## src/rtl/map_pkg.sv

```systemverilog
// rtl/map_pkg.sv - shared map geometry, tile types and arbiter state encoding
package map_pkg;

    localparam int MAP_COLS = 40;
    localparam int MAP_ROWS = 30;
    localparam int TILE_W   = 4;
    localparam int ROW_W    = 160;

    typedef logic [3:0] tile_t;
    typedef logic [5:0] col_t;
    typedef logic [4:0] row_t;

    typedef enum logic [1:0] {
        ST_IDLE  = 2'd0,
        ST_READ  = 2'd1,
        ST_WRITE = 2'd2,
        ST_DONE  = 2'd3
    } arb_state_e;

    function automatic logic [2:0] onehot_to_idx(input logic [7:0] oh);
        logic [2:0] idx;
        idx = 3'd0;
        for (int i = 0; i < 8; i++) begin
            if (oh[i]) idx = 3'(i);
        end
        return idx;
    endfunction

endpackage

```

## src/rtl/map_tile_arbiter_if.sv

```systemverilog
// rtl/map_tile_arbiter_if.sv - requester and map RAM port-B signals of the tile arbiter
interface map_tile_arbiter_if #(parameter int NUM_REQ = 3);

    logic [NUM_REQ-1:0]   req;
    logic [NUM_REQ*6-1:0] req_x;
    logic [NUM_REQ*5-1:0] req_y;
    logic [NUM_REQ*4-1:0] req_code;
    logic [NUM_REQ-1:0]   done;
    logic                 err;
    logic [3:0]           prev_code;
    logic                 busy;
    logic [4:0]           wraddr;
    logic                 wren;
    logic [159:0]         wrdata;
    logic [159:0]         redata;

    modport slave (
        input  req, req_x, req_y, req_code, redata,
        output done, err, prev_code, busy, wraddr, wren, wrdata
    );

    modport master (
        output req, req_x, req_y, req_code, redata,
        input  done, err, prev_code, busy, wraddr, wren, wrdata
    );

endinterface

```

## src/rtl/rr_arbiter.sv

```systemverilog
// rtl/rr_arbiter.sv - combinational round-robin grant, first set request above the pointer
module rr_arbiter #(
    parameter int N = 3
) (
    input  logic [N-1:0] i_req,
    input  logic [2:0]   i_ptr,
    output logic [N-1:0] o_gnt,
    output logic         o_valid
);

    always_comb begin
        o_gnt   = '0;
        o_valid = 1'b0;
        for (int k = 1; k <= N; k++) begin
            if (!o_valid && i_req[(int'(i_ptr) + k) % N]) begin
                o_gnt[(int'(i_ptr) + k) % N] = 1'b1;
                o_valid                      = 1'b1;
            end
        end
    end

endmodule

```

## src/rtl/map_tile_arbiter.sv

```systemverilog
// rtl/map_tile_arbiter.sv - round-robin read-modify-write of one map tile; MAP_ARB_SKIP_SAME_EN suppresses no-op writes
module map_tile_arbiter
    import map_pkg::*;
#(
    parameter int NUM_REQ = 3,
    parameter int RD_LAT  = 1
) (
    input  logic                 CLOCK_50,
    input  logic                 reset,
    map_tile_arbiter_if.slave    bus
);

    localparam logic [1:0] S_IDLE  = 2'(ST_IDLE);
    localparam logic [1:0] S_READ  = 2'(ST_READ);
    localparam logic [1:0] S_WRITE = 2'(ST_WRITE);
    localparam logic [1:0] S_DONE  = 2'(ST_DONE);

    logic [1:0] r_state;
    logic [2:0] r_ptr;
    logic [2:0] r_gidx;
    col_t       r_x;
    row_t       r_y;
    tile_t      r_code;
    tile_t      r_prev;
    logic       r_err;
    logic [3:0] r_cnt;

    logic [NUM_REQ-1:0] w_gnt;
    logic               w_gvalid;
    logic [2:0]         w_gidx;
    col_t               w_sel_x;
    row_t               w_sel_y;
    tile_t              w_sel_code;
    logic [7:0]         w_lsb;
    tile_t              w_old;
    logic [ROW_W-1:0]   w_row;
    logic               w_wr_en;

    rr_arbiter #(.N(NUM_REQ)) u_rr (
        .i_req   (bus.req),
        .i_ptr   (r_ptr),
        .o_gnt   (w_gnt),
        .o_valid (w_gvalid)
    );

    always_comb begin
        w_gidx     = onehot_to_idx(8'(w_gnt));
        w_sel_x    = bus.req_x[int'(w_gidx)*6 +: 6];
        w_sel_y    = bus.req_y[int'(w_gidx)*5 +: 5];
        w_sel_code = bus.req_code[int'(w_gidx)*4 +: 4];
    end

    // Column 0 is the MSB nibble of the row.
    always_comb begin
        w_lsb = 8'(ROW_W - TILE_W) - {r_x, 2'b00};
        w_old = bus.redata[w_lsb +: TILE_W];
        w_row = bus.redata;
        w_row[w_lsb +: TILE_W] = r_code;
`ifdef MAP_ARB_SKIP_SAME_EN
        w_wr_en = (w_old != r_code);
`else
        w_wr_en = 1'b1;
`endif
    end

    assign bus.busy      = (r_state != S_IDLE);
    assign bus.wraddr    = r_y;
    assign bus.wren      = (r_state == S_WRITE) && w_wr_en;
    assign bus.wrdata    = (r_state == S_WRITE) ? w_row : '0;
    assign bus.done      = (r_state == S_DONE) ? (NUM_REQ'(1) << r_gidx) : '0;
    assign bus.err       = (r_state == S_DONE) && r_err;
    assign bus.prev_code = (r_state == S_DONE) ? r_prev : 4'h0;

    always_ff @(posedge CLOCK_50) begin
        if (reset) begin
            r_state <= S_IDLE;
            r_ptr   <= 3'(NUM_REQ - 1);
            r_gidx  <= 3'd0;
            r_x     <= '0;
            r_y     <= '0;
            r_code  <= '0;
            r_prev  <= '0;
            r_err   <= 1'b0;
            r_cnt   <= '0;
        end else begin
            case (r_state)
                S_IDLE: begin
                    if (w_gvalid) begin
                        r_gidx <= w_gidx;
                        r_x    <= w_sel_x;
                        r_y    <= w_sel_y;
                        r_code <= w_sel_code;
                        r_prev <= '0;
                        r_cnt  <= '0;
                        if (w_sel_x >= col_t'(MAP_COLS) || w_sel_y >= row_t'(MAP_ROWS)) begin
                            r_err   <= 1'b1;
                            r_state <= S_DONE;
                        end else begin
                            r_err   <= 1'b0;
                            r_state <= S_READ;
                        end
                    end
                end
                S_READ: begin
                    if (r_cnt == 4'(RD_LAT - 1)) r_state <= S_WRITE;
                    else                         r_cnt   <= r_cnt + 4'd1;
                end
                S_WRITE: begin
                    r_prev  <= w_old;
                    r_state <= S_DONE;
                end
                S_DONE: begin
                    r_ptr   <= r_gidx;
                    r_state <= S_IDLE;
                end
                default: r_state <= S_IDLE;
            endcase
        end
    end

endmodule

```

## src/flat_wrapper.sv

```systemverilog
// flat-port wrapper written by rule: the top's interface ports become plain ports
module map_tile_arbiter_flat import map_pkg::*;
#(
    parameter int NUM_REQ = 3,
    parameter int RD_LAT  = 1
)
  (CLOCK_50, reset, bus_req, bus_req_x, bus_req_y, bus_req_code, bus_redata, bus_done, bus_err, bus_prev_code, bus_busy, bus_wraddr, bus_wren, bus_wrdata);
  map_tile_arbiter_if #(.NUM_REQ(NUM_REQ)) bus_i ();
  input  logic CLOCK_50;
  input  logic reset;
  input wire logic [$bits(bus_i.req)-1:0] bus_req;
  input wire logic [$bits(bus_i.req_x)-1:0] bus_req_x;
  input wire logic [$bits(bus_i.req_y)-1:0] bus_req_y;
  input wire logic [$bits(bus_i.req_code)-1:0] bus_req_code;
  input wire logic [$bits(bus_i.redata)-1:0] bus_redata;
  output wire logic [$bits(bus_i.done)-1:0] bus_done;
  output wire logic [$bits(bus_i.err)-1:0] bus_err;
  output wire logic [$bits(bus_i.prev_code)-1:0] bus_prev_code;
  output wire logic [$bits(bus_i.busy)-1:0] bus_busy;
  output wire logic [$bits(bus_i.wraddr)-1:0] bus_wraddr;
  output wire logic [$bits(bus_i.wren)-1:0] bus_wren;
  output wire logic [$bits(bus_i.wrdata)-1:0] bus_wrdata;
  assign bus_i.req = bus_req;
  assign bus_i.req_x = bus_req_x;
  assign bus_i.req_y = bus_req_y;
  assign bus_i.req_code = bus_req_code;
  assign bus_i.redata = bus_redata;
  assign bus_done = bus_i.done;
  assign bus_err = bus_i.err;
  assign bus_prev_code = bus_i.prev_code;
  assign bus_busy = bus_i.busy;
  assign bus_wraddr = bus_i.wraddr;
  assign bus_wren = bus_i.wren;
  assign bus_wrdata = bus_i.wrdata;
  map_tile_arbiter #(.NUM_REQ(NUM_REQ), .RD_LAT(RD_LAT)) u_core (.CLOCK_50(CLOCK_50), .reset(reset), .bus(bus_i));
endmodule
```

## config.mk

```make
export PLATFORM = sky130hd
export DESIGN_NAME = map_tile_arbiter_flat
export DESIGN_NICKNAME = d
export VERILOG_FILES = /design/src/rtl/map_pkg.sv /design/src/rtl/map_tile_arbiter_if.sv /design/src/rtl/rr_arbiter.sv /design/src/rtl/map_tile_arbiter.sv /design/src/flat_wrapper.sv
export SDC_FILE = /design/constraint.sdc
export NUM_CORES = 1
export LEC_CHECK = 0
export CAP_MARGIN = 10
export CORE_AREA = 2 2 149 151
export DETAILED_ROUTE_END_ITERATION = 8
export DIE_AREA = 0 0 151 153
export PLACE_DENSITY = 0.63
export RECOVER_POWER = 100
export SYNTH_ARGS = -nofsm -noshare
export SYNTH_HDL_FRONTEND = slang
export SYNTH_SLANG_ARGS = --single-unit
export TNS_END_PERCENT = 5
```

## constraint.sdc

```tcl
create_clock -name CLOCK_50 -period 4.1 [get_ports CLOCK_50]
set_clock_uncertainty 0.05 [all_clocks]
set_input_delay 0.82 -clock CLOCK_50 [delete_from_list [all_inputs] [get_ports CLOCK_50]]
set_output_delay 0.82 -clock CLOCK_50 [all_outputs]
set_load 0.05 [all_outputs]
```

; Yosys cells after proc, flatten, opt, wreduce, memory -nomap -nowiden
; Cells that the tools add are included.
[op_classes]
addsub = 6
multipliers = 2
div = 3
order_cmp = 8
eq_ne = 6
shifts = 7
mux = 36
bitwise_logic = 2
n_reduce_logical = 18
[op_table]
columns = operator, count
row1 = bitwise mux 160 bit, 1
row2 = 2-to-1 mux 160 bit, 1
row3 = "variable shift 4 x 10 -> 160 bit, first input constant", 1
row4 = indexed part select 160 x 9 -> 4 bit, 1
row5 = indexed part select 4 x 10 -> 160 bit, 1
row6 = ">= comparator 32 x 1 -> 1 bit, second input constant", 3
row7 = "< comparator 32 x 4 -> 1 bit, second input constant", 3
row8 = "remainder unit 32 x 3 -> 32 bit, second input constant", 3
row9 = indexed part select 15 x 32 -> 5 bit, 1
row10 = indexed part select 18 x 32 -> 6 bit, 1
row11 = case mux 4 bit (2 select lines), 2
row12 = 2-to-1 mux 3 bit, 5
row13 = 2-to-1 mux 1 bit, 14
row14 = 2-to-1 mux 4 bit, 3
row15 = indexed part select 12 x 6 -> 4 bit, 1
row16 = negator 8 -> 10 bit, 1
row17 = "adder 3 x 2 -> 4 bit, second input constant", 2
row18 = case mux 2 bit (4 select lines), 1
row19 = "subtractor 8 bit, first input constant", 1
row20 = binary-select mux 1 bit (select 2 bit), 3
row21 = demux 1 bit (select 2 bit), 3
row22 = ">= comparator 6 bit, second input constant", 1
row23 = logical AND 1 bit, 6
row24 = "multiplier 3 x 3 -> 6 bit, second input constant", 1
row25 = 18 further kinds, 28
[word_totals]
reg_bits = 32
inputBits = 210
output_inout_bits = 175
elab_cells = 97

; Longest topological paths before layout
[depth]
word_depth = 21
depth_mapped = 10
mapped_depth_nobuf = 9

; By module
; From an unflattened synthesis, not the netlist that was laid out.
[unflattened]
cells_unflattened = 1058
area_unflattened_um2 = 7786.2
[by_module_without_submodules]
columns = mod, n_inst, cells_each, area_per_inst_um2, seq_area_each_um2
row1 = map_tile_arbiter, 1, 868, 6416.2, 600.6
row2 = rr_arbiter, 1, 190, 1370.1, 0.0

; Least setup slack after synthesis
; OpenSTA, ideal clock, no wires.
[synth_path]
kind = reg-to-output
start = reg u_core.r_x[0]
end = out bus_wrdata[3]
t_arrival_ns = 3.616
t_required_ns = 3.230
path_slack_ns = -0.386
path_stages_with_launch = 10
path_buffers = 3
cell_sequence = dfxtp_1 -> buf_4 -> buf_6 -> buf_2 -> inv_1 -> ha_1 -> or4b_2 -> nor3_2 -> nand3_1 -> a21boi_0
[synth_via]
elab_chain_len = 5
word_cells_on_any_way = 6
classes_between = add/sub: 2 / shift: 2 / mux: 2
[synth_rtl]
columns = item, line_no
row1 = start: declaration, map_tile_arbiter.sv:21  ; col_t r_x;
row2 = start signal: assignment, map_tile_arbiter.sv:90  ; r_x <= w_sel_x;
row3 = subtractor 8 bit *, map_tile_arbiter.sv:55  ; w_lsb = 8'(ROW_W - TILE_W) - {r_x, 2'b00};
row4 = negator 8 -> 10 bit *, map_tile_arbiter.sv:58  ; w_row[w_lsb +: TILE_W] = r_code;
row5 = indexed part select 4 x 10 -> 160 bit / variable shift 4 x 10 -> 160 bit (equally long branches), map_tile_arbiter.sv:58
row6 = bitwise mux 160 bit *, map_tile_arbiter.sv:58
row7 = 2-to-1 mux 160 bit *, map_tile_arbiter.sv:69  ; assign bus.wrdata = (r_state == S_WRITE) ? w_row : '0;
row8 = end: declaration, flat_wrapper.sv:22  ; output wire logic [$bits(bus_i.wrdata)-1:0] bus_wrdata;
; Every way passes the cells marked *; elsewhere a longest branch is shown, timed or not.

; Worst setup path in the final report
[layout_path]
start = reg u_core.r_x[3]
end = out bus_wrdata[100]
; The elaborated chain is that of the path after synthesis.

==> results.py <==
metrics = {
    "pwr": {
        "irDropWorstVdd_v": 0.0002633,
        "p_leak_nw": 4.505,
        "p_per_area_nw_per_um2": 535.7,
    },
    "floorplan": {
        "die-area_um2": 23100,
        "core-area_um2": 21490,
        "die-height_um": 153,
        "die_w_um": 151,
        "io_pins": 385,
        "num_rows": 54,
        "initial_core_util": 0.3071,
    },
    "drt": {
        "wl_per_cell_um": 25.15,
        "first_pass_iters": 5,
        "antenna_left": 0,
        "drc_errors": 0,
        "routed_via_density": 5.633,
        "via_count": 8410,
        "drt_iter0_markers": 591,
        "drt-total-wl_um": 37550,
    },
    "worst_setup_path": {
        "regToRegSetupSlack_ns": 0.69,
        "path_max_fanout": 9,
        "r2r-end": "u_core.r_state[1]",
        "worst_setup_path_start_kind": "flip-flop",
        "crit_required_ns": 3.23,
        "cpPeakStageDelay_ns": 0.52,
        "cp_common_cell": "nor2b_1",
        "critical-path-slowest-cell": "nor3_2",
        "crit_type": "reg2out",
        "cp-end-kind": "output pin",
        "reg2reg_from": "u_core.r_ptr[0]",
        "r2r_cells": 8,
        "critPathArrivalTime_ns": 3.12,
        "cp_cell_sequence": "inv_2 > ha_2 > ha_1 > nor2b_1 > mux2_2 > nand2_2 > nor3_2 > mux2i_1 > nor2b_1 > buf_12",
    },
    "placed_design": {
        "place_area_um2": 12460,
        "port-buffer-count": 384,
        "gp_congestion": 1.035,
        "dp_hpwl_um": 30910,
        "pre_cts_ws_ns": 0.2536,
    },
    "clocking": {
        "clock_path_buffers": 2,
        "cts_max_level": 2,
        "cts_tree": "built",
        "cts_buffers": 5,
        "postCtsSetupRepairBufs": 0,
        "cts.sinks": 30,
        "clk_pin_slew_ns": 0.06,
        "clock_latency_ns": 0.28,
        "root_buffer": "clkbuf_16",
    },
    "logic_synthesis": {
        "ys_types": 53,
        "synth_seq_cells": 30,
        "synthesis.area_um2": 6598,
        "synth_cells": 848,
        "yosysWarnings": 0,
        "ys_seq_area_frac": 0.09103,
        "syn_area_per_cell_um2": 7.780,
        "syn_nets": 1074,
    },
    "final_layout": {
        "fillers": 1881,
        "areaGrowthSynthToFinish_pct": 91.90,
        "mostFrequentLayoutCell": "clkdlybuf4s50_1",
        "utilization": 0.5893,
        "final_cell_mix": "clkdlybuf4s50_1, buf_12, nand2_1, mux2i_1, nor2b_1",
        "nets": 1436,
        "multiInputGateArea_um2": 5703,
        "drive_above_1_share": 0.2535,
        "ff_latch_area_um2": 605.6,
        "fin_area_um2": 12660,
    },
    "grt": {
        "grt_remaining_overflow": 0,
        "track_usage": 0.3163,
        "grt_max_degree": 74,
        "antenna_found_initial": 2,
        "grt_pass1_wl_um": 54570,
        "grt_pass1_vias": 8532,
    },
    "timing": {
        "rsz0062_at_grt": "yes",
        "setup_slack_ns": 0.1053,
        "period_share": 0.9743,
        "setup_viol": 0,
        "min_period_ns": 3.995,
        "hold_viol": 0,
        "max-slew-margin-rel": 0.1530,
        "slew_violations": 0,
        "tightest_slew_ns": 1.270,
        "fmax_mhz": 250.3,
    },
    "run": {
        "cap_viol_max_count": 0,
    },
    "hold_path": {
        "hp-start": "u_core.bus.wraddr[1]",
        "hold_path_class": "reg2reg",
        "hold-path-endpoint": "u_core.bus.wraddr[1]",
        "hold_depth": 2,
    },
    "status": {
        "run_status": "completed",
    },
}
## power breakdown
group | leakage, nW | internal, mW | total, mW | switching (mW)
Combinational | 4.18 | 2.44 | 5.94 | 3.51
Sequential | 0.247 | 0.387 | 0.458 | 0.0715
Clock | 0.0729 | 0.240 | 0.379 | 0.139
## layer usage
metal / up-vias / share of wire / global-route usage / wire length (um)
met3: 86 / 0.095 / 0.06746 / 3555
met5: - / 0 / 0 / 0
li1: 3792 / - / - / -
met1: 4018 / 0.39 / 0.4109 / 14680
met2: 514 / 0.47 / 0.5108 / 17680
met4: 0 / 0.044 / 0.1233 / 1635
## worst max-delay path by stage
| stage | from | endpoint | slack [ns] | cells past startpoint |
|---|---|---|---|---|
| 2_1_floorplan | u_core.r_x[0] | bus_wrdata[64] | -0.05 | 10 |
| 3_3_place_gp | u_core.r_x[3] | bus_wrdata[59] | 0.30 | 10 |
| 3_5_place_dp | u_core.r_x[3] | bus_wrdata[93] | 0.25 | 10 |
| 4_1_cts | u_core.r_x[3] | bus_wrdata[59] | -0.04 | 10 |
| 5_1_grt | u_core.r_x[3] | bus_wrdata[100] | -0.04 | 10 |
| 6_report | u_core.r_x[3] | bus_wrdata[100] | 0.11 | 10 |
## through the flow
stage	std cells	total power, mW	hold WS [ns]	TNS, ns
6_report	1493	6.782	0.3972	0
3_5_place_dp	1483	6.295	0.3963	0
5_1_grt	1493	7.052	0.4124	-0.2413
4_1_cts	1491	6.698	0.4035	-0.04361
2_1_floorplan	848	3.767	0.3863	-0.3388
3_3_place_gp	1483	6.257	0.3930	0
## cells in the mapped netlist (all sizes together)
library cell  count  area share
a211o            15       0.020
a211oi            5      0.0064
a21bo             1      0.0015
a21boi           78       0.089
a21oi            17       0.013
a22o              1      0.0013
a22oi             5      0.0057
a31oi             3      0.0028
a41oi             2      0.0038
and2              6      0.0057
and3              2      0.0019
buf              23       0.021
clkbuf           51       0.029
dfxtp            30       0.091
ha               16       0.030
inv              14      0.0080
mux2              5      0.0085
mux2i           107        0.16
mux4             48        0.16
nand2           109       0.063
nand2b            7      0.0066
nand3             9      0.0068
nand3b            3      0.0034
nand4             6      0.0057
nor2             64       0.036
nor2b            88       0.083
nor3             18       0.027
nor3b             2      0.0023
nor4bb            2      0.0030
o211a             1      0.0015
o211ai            2      0.0023
o21a              3      0.0034
o21ai            84       0.064
o22ai             3      0.0028
o31ai             2      0.0023
o41ai             2      0.0027
or2               1     0.00095
or3               4      0.0038
or3b              1      0.0013
or4b              1      0.0015
xnor2             2      0.0038
xor2              5      0.0078
## kinds of logic (layout without fill, tap and decap cells)
logic type,count (synthesis),in the layout,synth area share
compound gates,224,224,0.2219
xor+xnor,7,7,0.01157
fa+ha+maj,16,16,0.03034
buf+inv,88,451,0.05822
flops,30,30,0.09103
mux,160,160,0.3347
other cells,0,2,0
simple gates,323,323,0.2522
## layout make-up
| class | count | area share |
|---|---|---|
| Clock buffer | 6 | 0.01097 |
| Timing Repair Buffer | 429 | 0.4576 |
| Inverter | 14 | 0.004151 |
| Antenna cell | 2 | 0.0003953 |
| Multi-Input combinational cell | 730 | 0.4504 |
| Sequential cell | 30 | 0.04783 |
| Clock inverter | 2 | 0.0009882 |
| Tap cell | 280 | 0.02767 |
## state kept, by name, summed over array words and instances, names as in the netlist
register	cells
u_core.r_gidx	2
u_core.r_x	6
u_core.r_state	2
u_core.r_cnt	4
u_core.r_ptr	2
u_core.bus.wraddr	5
u_core.r_code	4
u_core.r_prev	4
u_core.r_err	1
## critical path, delay by kind of cell (launching register included)
family	cells	cell delay [ns]
adder cells (fa/ha/maj)	2	0.58
buffers and inverters	2	0.25
flip-flops	1	0.42
multiplexers	2	0.36
AND/OR/NAND/NOR	4	1.22
## what timing repair did
item                                    4_1_cts  5_1_grt
endpoints found under the setup margin        4      106
pin swaps                                     0        0
hold endpoints to repair                      0        0
hold buffers                                  0        0
resized for setup                             2       35
No activity file was read; power rests on OpenSTA's default activity.
